[src/rtl/vga_timing_gen.sv]
// Parametrised VGA raster timing generator: pixel strobe, syncs, blanking,
// active coordinates and tile addressing. Define VGA_TEST_PATTERN_EN for an rgb colour-bar output.
module vga_timing_gen #(
    parameter int CLK_DIV    = 2,
    parameter int H_ACTIVE   = 640,
    parameter int H_FRONT    = 16,
    parameter int H_PULSE    = 96,
    parameter int H_BACK     = 48,
    parameter int V_ACTIVE   = 480,
    parameter int V_FRONT    = 10,
    parameter int V_PULSE    = 2,
    parameter int V_BACK     = 33,
    parameter bit HSYNC_POL  = 1'b0,
    parameter bit VSYNC_POL  = 1'b0,
    parameter int CNT_W      = 10,
    parameter int TILE_SHIFT = 3,
    parameter int ADDR_W     = 16
) (
    input  logic                  clk,
    input  logic                  clear,
    input  logic                  enable,
    output logic                  pix_en,
    output logic                  hSync,
    output logic                  vSync,
    output logic                  bright,
    output logic [CNT_W-1:0]      hCount,
    output logic [CNT_W-1:0]      vCount,
    output logic                  line_start,
    output logic                  frame_start,
    output logic [ADDR_W-1:0]     tile_addr,
    output logic [TILE_SHIFT-1:0] tile_px,
    output logic [TILE_SHIFT-1:0] tile_py
`ifdef VGA_TEST_PATTERN_EN
    ,
    output logic [7:0]            rgb
`endif
);

    localparam int H_TOT = H_ACTIVE + H_FRONT + H_PULSE + H_BACK;
    localparam int V_TOT = V_ACTIVE + V_FRONT + V_PULSE + V_BACK;
    localparam int DIV_W = (CLK_DIV > 1) ? $clog2(CLK_DIV) : 1;

    localparam logic [DIV_W-1:0]  DIV_LAST = DIV_W'(CLK_DIV - 1);
    localparam logic [CNT_W-1:0]  H_LAST   = CNT_W'(H_TOT - 1);
    localparam logic [CNT_W-1:0]  V_LAST   = CNT_W'(V_TOT - 1);
    localparam logic [CNT_W-1:0]  H_ACT_C  = CNT_W'(H_ACTIVE);
    localparam logic [CNT_W-1:0]  V_ACT_C  = CNT_W'(V_ACTIVE);
    localparam logic [CNT_W-1:0]  HS_START = CNT_W'(H_ACTIVE + H_FRONT);
    localparam logic [CNT_W-1:0]  HS_END   = CNT_W'(H_ACTIVE + H_FRONT + H_PULSE);
    localparam logic [CNT_W-1:0]  VS_START = CNT_W'(V_ACTIVE + V_FRONT);
    localparam logic [CNT_W-1:0]  VS_END   = CNT_W'(V_ACTIVE + V_FRONT + V_PULSE);
    localparam logic [ADDR_W-1:0] TILES_X  = ADDR_W'(H_ACTIVE >> TILE_SHIFT);

    logic [DIV_W-1:0]  div;
    logic [CNT_W-1:0]  hc;
    logic [CNT_W-1:0]  vc;
    logic              stb;
    logic              hs_act;
    logic              vs_act;
    logic              act;
    logic [ADDR_W-1:0] tile_addr_d;

    assign stb = enable && (div == DIV_LAST);

    // Raster position; a disabled generator parks the divider so the next
    // strobe is a full CLK_DIV clocks after enable returns.
    always_ff @(posedge clk or negedge clear) begin
        if (!clear) begin
            div <= '0;
            hc  <= '0;
            vc  <= '0;
        end else if (!enable) begin
            div <= '0;
        end else if (stb) begin
            div <= '0;
            if (hc == H_LAST) begin
                hc <= '0;
                vc <= (vc == V_LAST) ? '0 : vc + 1'b1;
            end else begin
                hc <= hc + 1'b1;
            end
        end else begin
            div <= div + 1'b1;
        end
    end

    always_comb begin
        hs_act      = (hc >= HS_START) && (hc < HS_END);
        vs_act      = (vc >= VS_START) && (vc < VS_END);
        act         = (hc < H_ACT_C) && (vc < V_ACT_C);
        tile_addr_d = ADDR_W'(vc >> TILE_SHIFT) * TILES_X + ADDR_W'(hc >> TILE_SHIFT);
    end

    always_ff @(posedge clk or negedge clear) begin
        if (!clear) begin
            pix_en      <= 1'b0;
            hSync       <= ~HSYNC_POL;
            vSync       <= ~VSYNC_POL;
            bright      <= 1'b0;
            hCount      <= '0;
            vCount      <= '0;
            line_start  <= 1'b0;
            frame_start <= 1'b0;
            tile_addr   <= '0;
            tile_px     <= '0;
            tile_py     <= '0;
        end else begin
            pix_en      <= stb;
            hSync       <= hs_act ? HSYNC_POL : ~HSYNC_POL;
            vSync       <= vs_act ? VSYNC_POL : ~VSYNC_POL;
            bright      <= act && enable;
            hCount      <= act ? hc : '0;
            vCount      <= act ? vc : '0;
            line_start  <= stb && (hc == '0);
            frame_start <= stb && (hc == '0) && (vc == '0);
            tile_addr   <= act ? tile_addr_d : '0;
            tile_px     <= act ? hc[TILE_SHIFT-1:0] : '0;
            tile_py     <= act ? vc[TILE_SHIFT-1:0] : '0;
        end
    end

`ifdef VGA_TEST_PATTERN_EN
    // Eight equal vertical bars; leftover pixels of a non-multiple-of-8 width join the last bar.
    localparam int BAR_PX = (H_ACTIVE / 8 > 0) ? H_ACTIVE / 8 : 1;
    localparam logic [CNT_W-1:0] BAR_PX_C = CNT_W'(BAR_PX);
    localparam logic [CNT_W-1:0] BAR_MAX  = CNT_W'(7);

    logic [CNT_W-1:0] bar_q;
    logic [2:0]       bar;
    logic [7:0]       colour;

    always_comb begin
        bar_q = hc / BAR_PX_C;
        bar   = (bar_q > BAR_MAX) ? 3'd7 : bar_q[2:0];
        case (bar)
            3'd0:    colour = 8'h00;
            3'd1:    colour = 8'h03;
            3'd2:    colour = 8'h1C;
            3'd3:    colour = 8'h1F;
            3'd4:    colour = 8'hE0;
            3'd5:    colour = 8'hE3;
            3'd6:    colour = 8'hFC;
            default: colour = 8'hFF;
        endcase
    end

    always_ff @(posedge clk or negedge clear) begin
        if (!clear) rgb <= 8'h00;
        else        rgb <= (act && enable) ? colour : 8'h00;
    end
`endif

endmodule

[config.mk]
export PLATFORM = sky130hd
export DESIGN_NAME = vga_timing_gen
export DESIGN_NICKNAME = d
export VERILOG_FILES = /design/src/rtl/vga_timing_gen.sv
export SDC_FILE = /design/constraint.sdc
export NUM_CORES = 1
export LEC_CHECK = 0
export BUFFER_PORTS_ARGS = -buffer_cell sky130_fd_sc_hd__clkbuf_2
export CAP_MARGIN = 20
export CORE_ASPECT_RATIO = 1.1
export CORE_MARGIN = 3
export CORE_UTILIZATION = 50
export CTS_CLUSTER_SIZE = 40
export DETAILED_ROUTE_END_ITERATION = 6
export GPL_ROUTABILITY_DRIVEN = 0
export PLACE_DENSITY = 0.75
export SYNTH_ARGS = -nofsm -noshare
export SYNTH_HDL_FRONTEND = slang
export SYNTH_SLANG_ARGS = --single-unit
[constraint.sdc]
create_clock -name clk -period 3.4 [get_ports clk]
set_input_delay 0.51 -clock clk [delete_from_list [all_inputs] [get_ports clk]]
set_output_delay 0.51 -clock clk [all_outputs]
set_load 0.1 [all_outputs]
==> qor.yml <==
max-slew-margin-rel_pct: 37.7
die_w_um: 77.8
wl_met3_um: 230
ys_top_cells_by_area: "dfrtp_1, ha_1, and2_1"
hpwl_mm: 3.36
cts_tree: "yes"
synth_top_area_cell: "dfrtp_1"
wirelength_mm: 4.89
vias: 1909
layout-drive-gt1-share_pct: 26.3
pin_count: 51
worstSetupStartpointType: "flop"
rows: 28
multi_input_comb_area_mm2: 0.00121
utilization_pct: 59.9
coreArea_mm2: 0.00543
synth_compound_area_share_pct: 6.44
antenna_found_initial: 0
final_hold_viol_count: 0
synth-xor-area-share_pct: 5.56
start_util_pct: 52.2
fin_skew_ps: 9.12
path_class: "flop to flop"
rsz0062_at_grt: "false"
drtIter0Drc: 91
clock_latency_ps: 330
final_common_cell: "dfrtp_1"
grt_pass1_wl_mm: 8.24
period_share_pct: 79.8
first_global_vias: 1821
dr.pass1.iters: 4
synth_area_per_cell_um2: 11.2
synth_seq_area_share_pct: 51.3
synthSimpleGateAreaFrac_pct: 21.0
numCtsBuffers: 9
dieArea_mm2: 0.00661
areaGrowthSynthToFinish_pct: 14.7
overflow: 0
antenna_left: 0
wl_per_cell_um: 13.0
clk_pin_slew_worst_paths_ps: 70
port_buffers: 49
final.min_clock_period_ps: 2710
cp.required_ps: 3600
r2r_start: "vc[4]"
ctsResizeCount: 0
synth_ff_type: "dfrtp_1"
drc: 0
nFillCells: 465
hold_path.class: "input port to asynchronous set/reset pin"
root_buffer: "clkbuf_8"
wl_met1_mm: 2.21
synth.distinct_cells: 54
synth_edf_count: 0
final_nets: 318
synth_top_family_by_area: "simple AND/OR/NAND/NOR gates"
synthAdderAreaFrac_pct: 9.35
floorplan.die.height_um: 85.0
antenna-diode-count: 0
synth_area_mm2: 0.00284
crit_start: "vc[4]"
async_flop_share_pct: 100
via_per_inst: 5.09
worstPathArrival_ps: 2910
clk_path_buf_depth: 2
peakVddDrop_mv: 0.875
max-cap-violations: 0
tns_ps: 0
wl_met2_mm: 2.32
cts_setup_buffers: 0
status: "finished, final reports clean"
postCtsHoldBufs: 0
end_kind: "flop"
slew_violations: 0
netlist.area_leader.share_pct: 49.4
syn_inst: 253
tightest_slew_ps: 930
grt_usage_pct: 16.2
setup_viol: 0
fmax_mhz: 369
most-common-layout-cells: "dfrtp_1, clkbuf_2, nor2_1"
htreeDepth: 3
highest_layer: "met4"
grt_max_degree: 31
yosysWarnings: 0
p_per_area_mw_per_mm2: 657
path_max_fanout: 14
regArea_mm2: 0.00145
synthMuxAreaShare_pct: 0
ys_seq_elements: 58
clkSinkCount: 58
p_leak_nw: 1.70
## cell usage after synthesis (2+ instances only)
master	n
ha_1	18
nand4_1	7
a21o_1	3
nand2_1	9
and4_1	2
nand3_1	7
nor4b_1	2
nor3_4	2
xnor2_1	12
o31ai_1	2
and3_1	5
o21ai_0	9
a21oi_1	3
a31oi_1	3
buf_4	12
and2_1	17
buf_6	2
or3_1	2
clkbuf_1	3
nor3_1	4
dfstp_2	2
nor3_2	2
inv_1	6
nor2_1	26
xor2_1	6
fa_1	2
buf_2	2
dfrtp_1	56
o21ai_1	2
## flip-flops by register name, summed over array words and instances (netlist names)
register	flops
hc	10
vc	10
tile_py	2
div	1
vCount	8
hCount	4
pix_en	1
tile_px	2
frame_start	1
vSync	1
hSync	1
line_start	1
bright	1
tile_addr	15
## worst paths after layout
check | to | slack, ps | cells past startpoint
min reg2reg | div | 450 | 1
max reg2reg | tile_addr[11] | 690 | 8
max | tile_addr[11] | 690 | 8
max in group asynchronous | vSync | 2310 | 2
min in group clk | bright | 420 | 2
min | line_start | 220 | 1
## routing by layer
layer  vias up  track usage, %
met1       900            18.7
met5         -               0
li1        945               -
met2        50            27.0
met3        14            3.72
met4         0            10.5
## critical path: stages, from the launching register on
cell	delay (ps)
dfrtp_1	640
ha_1	320
ha_1	230
fa_1	410
xor2_1	200
nand2_1	120
nor4_1	450
xnor2_1	170
nor2_1	50
## power breakdown
| part | switching, W | internal (W) |
|---|---|---|
| clock | 0.000259 | 0.000430 |
| combinational | 0.000561 | 0.0000877 |
| sequential | 0.0000517 | 0.000750 |
## layout make-up
cell class | instances | share of cell area, %
Clock buffer | 11 | 4.34
Clock inverter | 5 | 2.38
Sequential cell | 58 | 44.7
Multi-Input combinational cell | 170 | 37.3
Tap cell | 75 | 2.88
Timing Repair Buffer | 50 | 7.77
Inverter | 6 | 0.692
## logic make-up after synthesis
logic type,after synthesis
compound gates,29
flops,58
fa+ha+maj,20
simple gates,100
buf+inv,27
xor+xnor,18
other cells,1
## metrics by stage
step                      worst slack, ps  cell area [µm²]  instances  total power [W]  hold WS (ps)
after floorplan                      1110             2840        255          0.00141           214
after global placement                861             3040        359          0.00146           433
after detailed placement              751             3040        359          0.00147           438
after CTS                             726             3250        375          0.00216           235
after global routing                  503             3250        375          0.00221           266
final                                 688             3250        375          0.00214           218
Power figures use the tool's default switching activity.
